$ cat src/rtl/rst_sequencer_pkg.sv
// Shared definitions for the reset sequencer: FSM state encoding and default timing constants.
package rst_sequencer_pkg;

  typedef enum logic [1:0] {
    StAssert  = 2'd0,
    StRelease = 2'd1,
    StRun     = 2'd2
  } seq_state_e;

  localparam int unsigned DefaultStretch = 32'h0000_FFFF;
  localparam int unsigned DefaultStagger = 32'd16;

endpackage

$ cat src/rtl/rst_sequencer_sync.sv
// Reset synchroniser: asserts asynchronously, releases after SYNC_STAGES rising edges of clk.
module rst_sequencer_sync #(
  parameter int unsigned SYNC_STAGES = 2
) (
  input  logic clk,
  input  logic rst,
  output logic rst_sync
);

  logic [SYNC_STAGES-1:0] sync_q;

  always_ff @(posedge clk or posedge rst) begin
    if (rst) begin
      sync_q <= '1;
    end else begin
      sync_q <= {sync_q[SYNC_STAGES-2:0], 1'b0};
    end
  end

  assign rst_sync = sync_q[SYNC_STAGES-1];

endmodule

$ cat src/rtl/rst_sequencer.sv
// Reset sequencer: stretches the synchronised board reset, then releases N_OUT domains in order.
// Optional watchdog that restarts the sequence is enabled by defining RST_SEQ_WDOG_EN.
module rst_sequencer
  import rst_sequencer_pkg::*;
#(
  parameter int unsigned N_OUT       = 2,
  parameter int unsigned CNT_W       = 16,
  parameter int unsigned STRETCH     = DefaultStretch,
  parameter int unsigned STAGGER     = DefaultStagger,
  parameter int unsigned SYNC_STAGES = 2
`ifdef RST_SEQ_WDOG_EN
  ,
  parameter int unsigned WDOG_CYCLES = 32'd1 << 20
`endif
) (
  input  logic             clk,
  input  logic             rst,
  input  logic             soft_rst_req,
`ifdef RST_SEQ_WDOG_EN
  input  logic             wdog_kick,
  output logic             wdog_fired,
`endif
  output logic [N_OUT-1:0] rst_out,
  output logic             rst_done,
  output logic             busy
);

  localparam int unsigned IdxW = (N_OUT > 1) ? $clog2(N_OUT) : 1;
  localparam logic [CNT_W-1:0] StretchCnt = CNT_W'(STRETCH);
  // Reload one short so consecutive releases are exactly STAGGER edges apart.
  localparam logic [CNT_W-1:0] StaggerCnt = CNT_W'(STAGGER - 1);
  localparam logic [IdxW-1:0]  LastIdx    = IdxW'(N_OUT - 1);

  seq_state_e        state_q, state_d;
  logic [CNT_W-1:0]  cnt_q, cnt_d;
  logic [IdxW-1:0]   idx_q, idx_d;
  logic [N_OUT-1:0]  rst_out_q, rst_out_d;
  logic              rst_sync;
  logic              wdog_hit;
  logic              restart;

  rst_sequencer_sync #(
    .SYNC_STAGES (SYNC_STAGES)
  ) u_sync (
    .clk      (clk),
    .rst      (rst),
    .rst_sync (rst_sync)
  );

  assign restart = soft_rst_req | wdog_hit;

  always_ff @(posedge clk or posedge rst) begin
    if (rst) begin
      state_q   <= StAssert;
      cnt_q     <= StretchCnt;
      idx_q     <= '0;
      rst_out_q <= '1;
    end else begin
      state_q   <= state_d;
      cnt_q     <= cnt_d;
      idx_q     <= idx_d;
      rst_out_q <= rst_out_d;
    end
  end

  always_comb begin
    state_d   = state_q;
    cnt_d     = cnt_q;
    idx_d     = idx_q;
    rst_out_d = rst_out_q;
    if (rst_sync || restart) begin
      state_d   = StAssert;
      cnt_d     = StretchCnt;
      idx_d     = '0;
      rst_out_d = '1;
    end else begin
      unique case (state_q)
        StAssert: begin
          if (cnt_q == '0) begin
            rst_out_d[0] = 1'b0;
            if (N_OUT == 1) begin
              state_d = StRun;
            end else begin
              state_d = StRelease;
              cnt_d   = StaggerCnt;
              idx_d   = IdxW'(1);
            end
          end else begin
            cnt_d = cnt_q - CNT_W'(1);
          end
        end
        StRelease: begin
          if (cnt_q == '0) begin
            rst_out_d[idx_q] = 1'b0;
            if (idx_q == LastIdx) begin
              state_d = StRun;
            end else begin
              cnt_d = StaggerCnt;
              idx_d = idx_q + IdxW'(1);
            end
          end else begin
            cnt_d = cnt_q - CNT_W'(1);
          end
        end
        StRun: ;
        default: begin
          state_d   = StAssert;
          cnt_d     = StretchCnt;
          idx_d     = '0;
          rst_out_d = '1;
        end
      endcase
    end
  end

  always_comb begin
    rst_done = (state_q == StRun);
    busy     = (state_q != StRun);
  end

  assign rst_out = rst_out_q;

`ifdef RST_SEQ_WDOG_EN
  logic [31:0] wdog_cnt_q, wdog_cnt_d;
  logic        wdog_fired_q;

  // Fires on the edge the counter would reach WDOG_CYCLES-1.
  assign wdog_hit = (state_q == StRun) && !wdog_kick && (wdog_cnt_q == 32'(WDOG_CYCLES - 2));

  always_comb begin
    wdog_cnt_d = wdog_cnt_q + 32'd1;
    if (state_q != StRun || wdog_kick || wdog_hit) begin
      wdog_cnt_d = '0;
    end
  end

  always_ff @(posedge clk or posedge rst) begin
    if (rst) begin
      wdog_cnt_q   <= '0;
      wdog_fired_q <= 1'b0;
    end else begin
      wdog_cnt_q   <= wdog_cnt_d;
      wdog_fired_q <= wdog_fired_q | wdog_hit;
    end
  end

  assign wdog_fired = wdog_fired_q;
`else
  assign wdog_hit = 1'b0;
`endif

endmodule

$ cat config.mk
export PLATFORM = sky130hd
export DESIGN_NAME = rst_sequencer
export DESIGN_NICKNAME = d
export VERILOG_FILES = /design/src/rtl/rst_sequencer_pkg.sv /design/src/rtl/rst_sequencer_sync.sv /design/src/rtl/rst_sequencer.sv
export SDC_FILE = /design/constraint.sdc
export NUM_CORES = 1
export LEC_CHECK = 0
export CORE_AREA = 3 3 64 66
export CTS_CLUSTER_SIZE = 24
export DETAILED_ROUTE_END_ITERATION = 8
export DIE_AREA = 0 0 67 69
export SYNTH_ARGS = -nofsm -noshare
export SYNTH_HDL_FRONTEND = slang
export SYNTH_HIERARCHICAL = 1
export SYNTH_SLANG_ARGS = --single-unit
export TNS_END_PERCENT = 100
$ cat constraint.sdc
create_clock -name clk -period 2.1 [get_ports clk]
set_input_delay 0.21 -clock clk [delete_from_list [all_inputs] [get_ports clk]]
set_output_delay 0.21 -clock clk [all_outputs]
set_load 0.02 [all_outputs]
# After elaboration in Yosys (flattened, before gate mapping)
# Cells that the tools add are included.
[totals]
regBits = 23
wordCells = 52
in_bits = 3
[classes]
n_mux = 22
reduce_logical = 9
eq_ne = 9
n_bitwise = 2
add_sub_neg = 2
order_cmp = 2
[op_table]
columns = ["cell", "n"]
rows = [
  ["$mux 16", 4],
  ["$pmux 16 s3", 1],
  ["$logic_not 16->1", 1],
  ["$sub 16x1->16 const B", 1],
  ["$mux 2", 6],
  ["$ne 3x3->1 const B", 3],
  ["$mux 1", 6],
  ["$pmux 1 s3", 2],
  ["$pmux 2 s3", 1],
  ["$ne 2x1->1 const B", 2],
  ["$ne 4x4->1 const B", 1],
  ["$reduce_and 2->1", 2],
  ["$reduce_and 4->1", 1],
  ["$reduce_and 3->1", 1],
  ["$and 2x2->2", 1],
  ["$eq 2x1->1 const B", 1],
  ["$eq 2x2->1 const B", 1],
  ["$logic_not 2->1", 1],
  ["$lt 1x2->1 const B", 1],
  ["$ne 2x2->1 const B", 1],
  ["$not 2->2", 1],
  ["$pmux 1 s2", 1],
  ["$reduce_or 2->1", 1],
  ["$add 1x1->1 const B", 1],
  ["other kinds (4)", 4],
]

# Longest topological paths before layout
# Gate-level depths: netlist of run 1.
[logic_depth]
ltp_word = 9
depth_mapped = 9

# Modules after synthesis
# Netlist of run 1, hierarchy kept.
[by_module_without_submodules]
columns = ["module", "n_inst", "cells_each", "area_each_um2", "seq_area_each_um2"]
rows = [
  ["rst_sequencer", 1, 127, 1183.6, 548.0],
  ["rst_sequencer_sync", 1, 4, 60.1, 52.6],
]

# Least setup slack after synthesis of run 1
# No wires, ideal clock.
[synth_timing]
kind = "register -> register"
from = "reg cnt_q[0]"
to = "reg state_q[0]"
setup_time_ns = 0.065
period_less_slack_ns = 2.159
path_stages_with_launch = 9
t_arrival_ns = 2.095
slack_ns = -0.059
path_cell_list = "dfstp_2 inv_1 ha_1 or4b_1 buf_2 or3_4 nor3_2 a21boi_4 a21o_1"
[synth_via]
elab_chain_len = 3
word_cells_on_any_way = 4
classes_between = "eq/ne: 2; reduce/logical: 2"
[synth_rtl]
columns = ["item", "line_no", "text"]
rows = [
  ["from (decl)", "rst_sequencer.sv:35", "logic [CNT_W-1:0] cnt_q, cnt_d;"],
  ["from (signal assigned)", "rst_sequencer.sv:55", "cnt_q <= StretchCnt;"],
  ["from (signal assigned)", "rst_sequencer.sv:60", "cnt_q <= cnt_d;"],
  ["$logic_not 16->1 (*)", "rst_sequencer.sv:79, rst_sequencer.sv:93", ""],
  ["$ne 3x3->1 (no line)", "--", ""],
  ["$reduce_and 4->1 (no line) (*)", "--", ""],
  ["to (signal assigned)", "rst_sequencer.sv:54", "state_q <= StAssert;"],
  ["to (signal assigned)", "rst_sequencer.sv:59", "state_q <= state_d;"],
  ["to (decl)", "rst_sequencer.sv:34", "seq_state_e state_q, state_d;"],
]
# Every way passes the cells marked *; elsewhere a longest branch is shown, timed or not.
# A chain may end at the register's enable or synchronous reset.

# Worst setup path in the final report of run 1
[layout_timing]
from = "reg cnt_q[0]"
to = "reg rst_out_q[0] (netlist: rst_out[0])"
[layout_via]
elab_chain_len = 3
word_cells_on_any_way = 4
classes_between = "eq/ne: 2; reduce/logical: 2"
[layout_rtl]
columns = ["item", "line_no", "text"]
rows = [
  ["$logic_not 16->1 (*)", "rst_sequencer.sv:79, rst_sequencer.sv:93", ""],
  ["$ne 3x3->1 (no line)", "--", ""],
  ["$reduce_and 3->1 (no line) (*)", "--", ""],
  ["to (signal assigned)", "rst_sequencer.sv:62", "rst_out_q <= rst_out_d;"],
  ["to (decl)", "rst_sequencer.sv:37", "logic [N_OUT-1:0] rst_out_q, rst_out_d;"],
]
# Marked as above.

==> results of run 1 <==
==> layer usage <==
| layer | GRT usage | routed length, um | part of all wire | up-vias |
|---|---|---|---|---|
| li1 | - | - | - | 555 |
| met1 | 0.199 | 1480 | 0.46 | 566 |
| met2 | 0.240 | 1660 | 0.51 | 16 |
| met3 | 0.0244 | 59 | 0.018 | 4 |
| met4 | 0.0338 | 33 | 0.010 | 0 |
| met5 | 0 | 0 | 0 | - |
==> how the worst min path moves through the flow <==
| stage | cells past startpoint | slack [ns] | to |
|---|---|---|---|
| CTS | 2 | 0.30 | u_sync/sync_q[0] |
| detailed placement | 0 | 0.36 | u_sync/sync_q[1] |
| floorplan | 1 | 0.12 | u_sync/sync_q[0] |
| global placement | 0 | 0.35 | u_sync/sync_q[1] |
| global route | 2 | 0.32 | u_sync/sync_q[0] |
| finish | 2 | 0.29 | u_sync/sync_q[0] |
==> cells in the mapped netlist, types with 3 or more instances <==
| library cell | n |
|---|---|
| nand2_1 | 7 |
| dfrtp_1 | 3 |
| a21o_1 | 3 |
| nor3_1 | 10 |
| nor2_1 | 11 |
| or3_1 | 3 |
| inv_1 | 7 |
| a21oi_1 | 12 |
| nand2b_1 | 3 |
| o21ai_0 | 12 |
| o31ai_1 | 3 |
| buf_2 | 3 |
| a22o_1 | 4 |
| dfstp_2 | 20 |
==> layout make-up <==
type / count / area, um^2 / share of cell area
Sequential cell: 23 / 601 / 0.360
Clock buffer: 4 / 45.0 / 0.0270
Inverter: 7 / 26.3 / 0.0158
Timing Repair Buffer: 35 / 275 / 0.165
Multi-Input combinational cell: 96 / 659 / 0.396
Tap cell: 48 / 60.1 / 0.0360
==> where the power goes <==
group / internal, mW / switching, mW / total [mW]
clock: 0.136 / 0.142 / 0.278
combinational: 0.0253 / 0.0353 / 0.0606
sequential: 0.455 / 0.00393 / 0.459
==> per-stage QoR <==
| step | hold WS, ns | TNS, ns | total power, mW | instances | cell area, um^2 |
|---|---|---|---|---|---|
| 6_report | 0.293 | -0.0260 | 0.797 | 213 | 1670 |
| 5_1_grt | 0.316 | -0.349 | 0.834 | 213 | 1670 |
| 2_1_floorplan | 0.122 | 0 | 0.493 | 131 | 1240 |
| 4_1_cts | 0.296 | 0 | 0.801 | 212 | 1630 |
| 3_3_place_gp | 0.346 | -0.532 | 0.521 | 205 | 1530 |
| 3_5_place_dp | 0.356 | -0.590 | 0.523 | 205 | 1530 |
==> worst max-delay path: stages, from the launching register on <==
cell	delay, ns
dfstp_2	0.38
inv_2	0.07
ha_4	0.13
or4b_4	0.49
or3_4	0.37
nor3_4	0.14
a21boi_4	0.34
o21ai_1	0.12
==> repair_timing <==
item / 4_1_cts / 5_1_grt
cloned: 1 / 0
setup buffers: 2 / 1
setup endpoints to repair: 15 / 16
pin swaps: 1 / 5
resized for setup: 10 / 6
==> kinds of logic after synthesis <==
logic type	Yosys count	share of synthesized area
fa+ha+maj	1	0.0101
buf+inv	12	0.0392
flops	23	0.483
compound gates	47	0.251
other cells	1	0.00302
simple gates	47	0.214
==> registers in the layout (all words and copies together), names as in the netlist <==
name           count
cnt_q             16
rst_out            2
state_q            2
u_sync/sync_q      2
idx_q              1
==> flow_metrics.tcl, run 1 <==
set metrics [dict create \
    tightest_slew_ns 0.629 \
    grt_usage 0.146 \
    rrSetupSlack_ns -0.02 \
    clock_path_buffers 2 \
    hold_buffers 0 \
    syn_to_final_growth_pct 34.0 \
    layout_commonest_cell "buf_4" \
    utilization 0.459 \
    timing.rr.start "cnt_q[0]" \
    relSlewSlack 0.580 \
    leakagePower_nw 0.670 \
    yosysSeqAreaShare 0.483 \
    core_area_mm2 0.00363 \
    synth_cell_types 37 \
    fillCellCount 364 \
    synth_area_leaders "dfstp_2 (42%), dfrtp_1 (6.0%), a21oi_1 (4.8%)" \
    vdd_drop_max_v 0.000349 \
    num_io_pins 7 \
    max-cap-violations 0 \
    grt_pass1_wl_um 5330 \
    first_pass_iters 4 \
    cp-startpoint "cnt_q[0]" \
    critPathMaxFanout 7 \
    die_w_um 67 \
    final_cell_mix "buf_4 (28), dfstp_2 (20), a21oi_1 (12), o21ai_0 (12), nor2_1 (11)" \
    synth.cell_area_mm2 0.00124 \
    status "finished with violations" \
    grt_pass1_vias 1138 \
    grt_overflow_total 0 \
    syn_avg_cell_area_um2 9.49 \
    num_rows 22 \
    setup_violations 2 \
    start_util 0.342 \
    cts_root_buffer "clkbuf_8" \
    yosys_most_used_dff "dfstp_2" \
    timing.final.crit_share 1.01 \
    path_class "flip-flop to flip-flop" \
    drv_slew 0 \
    fin_skew_ns 0.00135 \
    wl_um 3230 \
    reg2reg_depth 7 \
    netlist_instances 131 \
    cp-endpoint "rst_out[0]" \
    drcViolationCount 0 \
    antenna_found_initial 0 \
    synth-async-reset-ratio 1.00 \
    die_area_mm2 0.00462 \
    powerDensity_mw_per_mm2 478 \
    dpl_worst_slack_ns -0.0726 \
    yosysWarningCount 6 \
    synth_nets 135 \
    cp_data_required_time_ns 2.29 \
    avgViaCountPerCell 5.36 \
    cts.clk_slew.worst_paths_ns 0.08 \
    cts_htree_levels 1 \
    period_needed_ns 2.12 \
    cts_made_buffers 3 \
    diodes 0 \
    synth-edff-count 0 \
    portBuffers 6 \
    cp-end-kind "flip-flop" \
    routedWlPerCell_um 15.2 \
    dp_hpwl_um 2290 \
    rsz0062_at_grt "yes" \
    drt_iter0_markers 37 \
    arrival_ns 2.31 \
    die_h_um 69 \
    r2r_end "rst_out[0]" \
    yosys.area.top_type_share 0.423 \
    synth-seq-cells 23 \
    clock-sinks 23 \
    finalHoldViolations 0 \
    drive_gt1_frac 0.418 \
    routed-via-count 1141 \
    fin_nets 170 \
    yosysTopAreaCell "dfstp_2" \
    grt_max_degree 18 \
    clk_latency_ns 0.26 \
    start_kind "flip-flop" \
    hold_class "primary input to async pin" \
    fmax_mhz 471 \
    antenna_left 0 \
    place.gp.congestion 0.839 \
    cts_tree "yes" \
    setup_slack_ns -0.0211 \
    violations "setup timing" \
]
(Power assumes the default switching activity.)
==> inputs of run 2 (changes only) <==
--- a/config.mk
+++ b/config.mk
@@ -5,6 +5,7 @@
 export SDC_FILE = /design/constraint.sdc
 export NUM_CORES = 1
 export LEC_CHECK = 0
+export ABC_CLOCK_PERIOD_IN_PS = 2100
 export CORE_AREA = 3 3 64 66
 export CTS_CLUSTER_SIZE = 24
 export DETAILED_ROUTE_END_ITERATION = 8
==> results of run 2 <==
Final layout, timing and power as in run 1 (identical DEF).
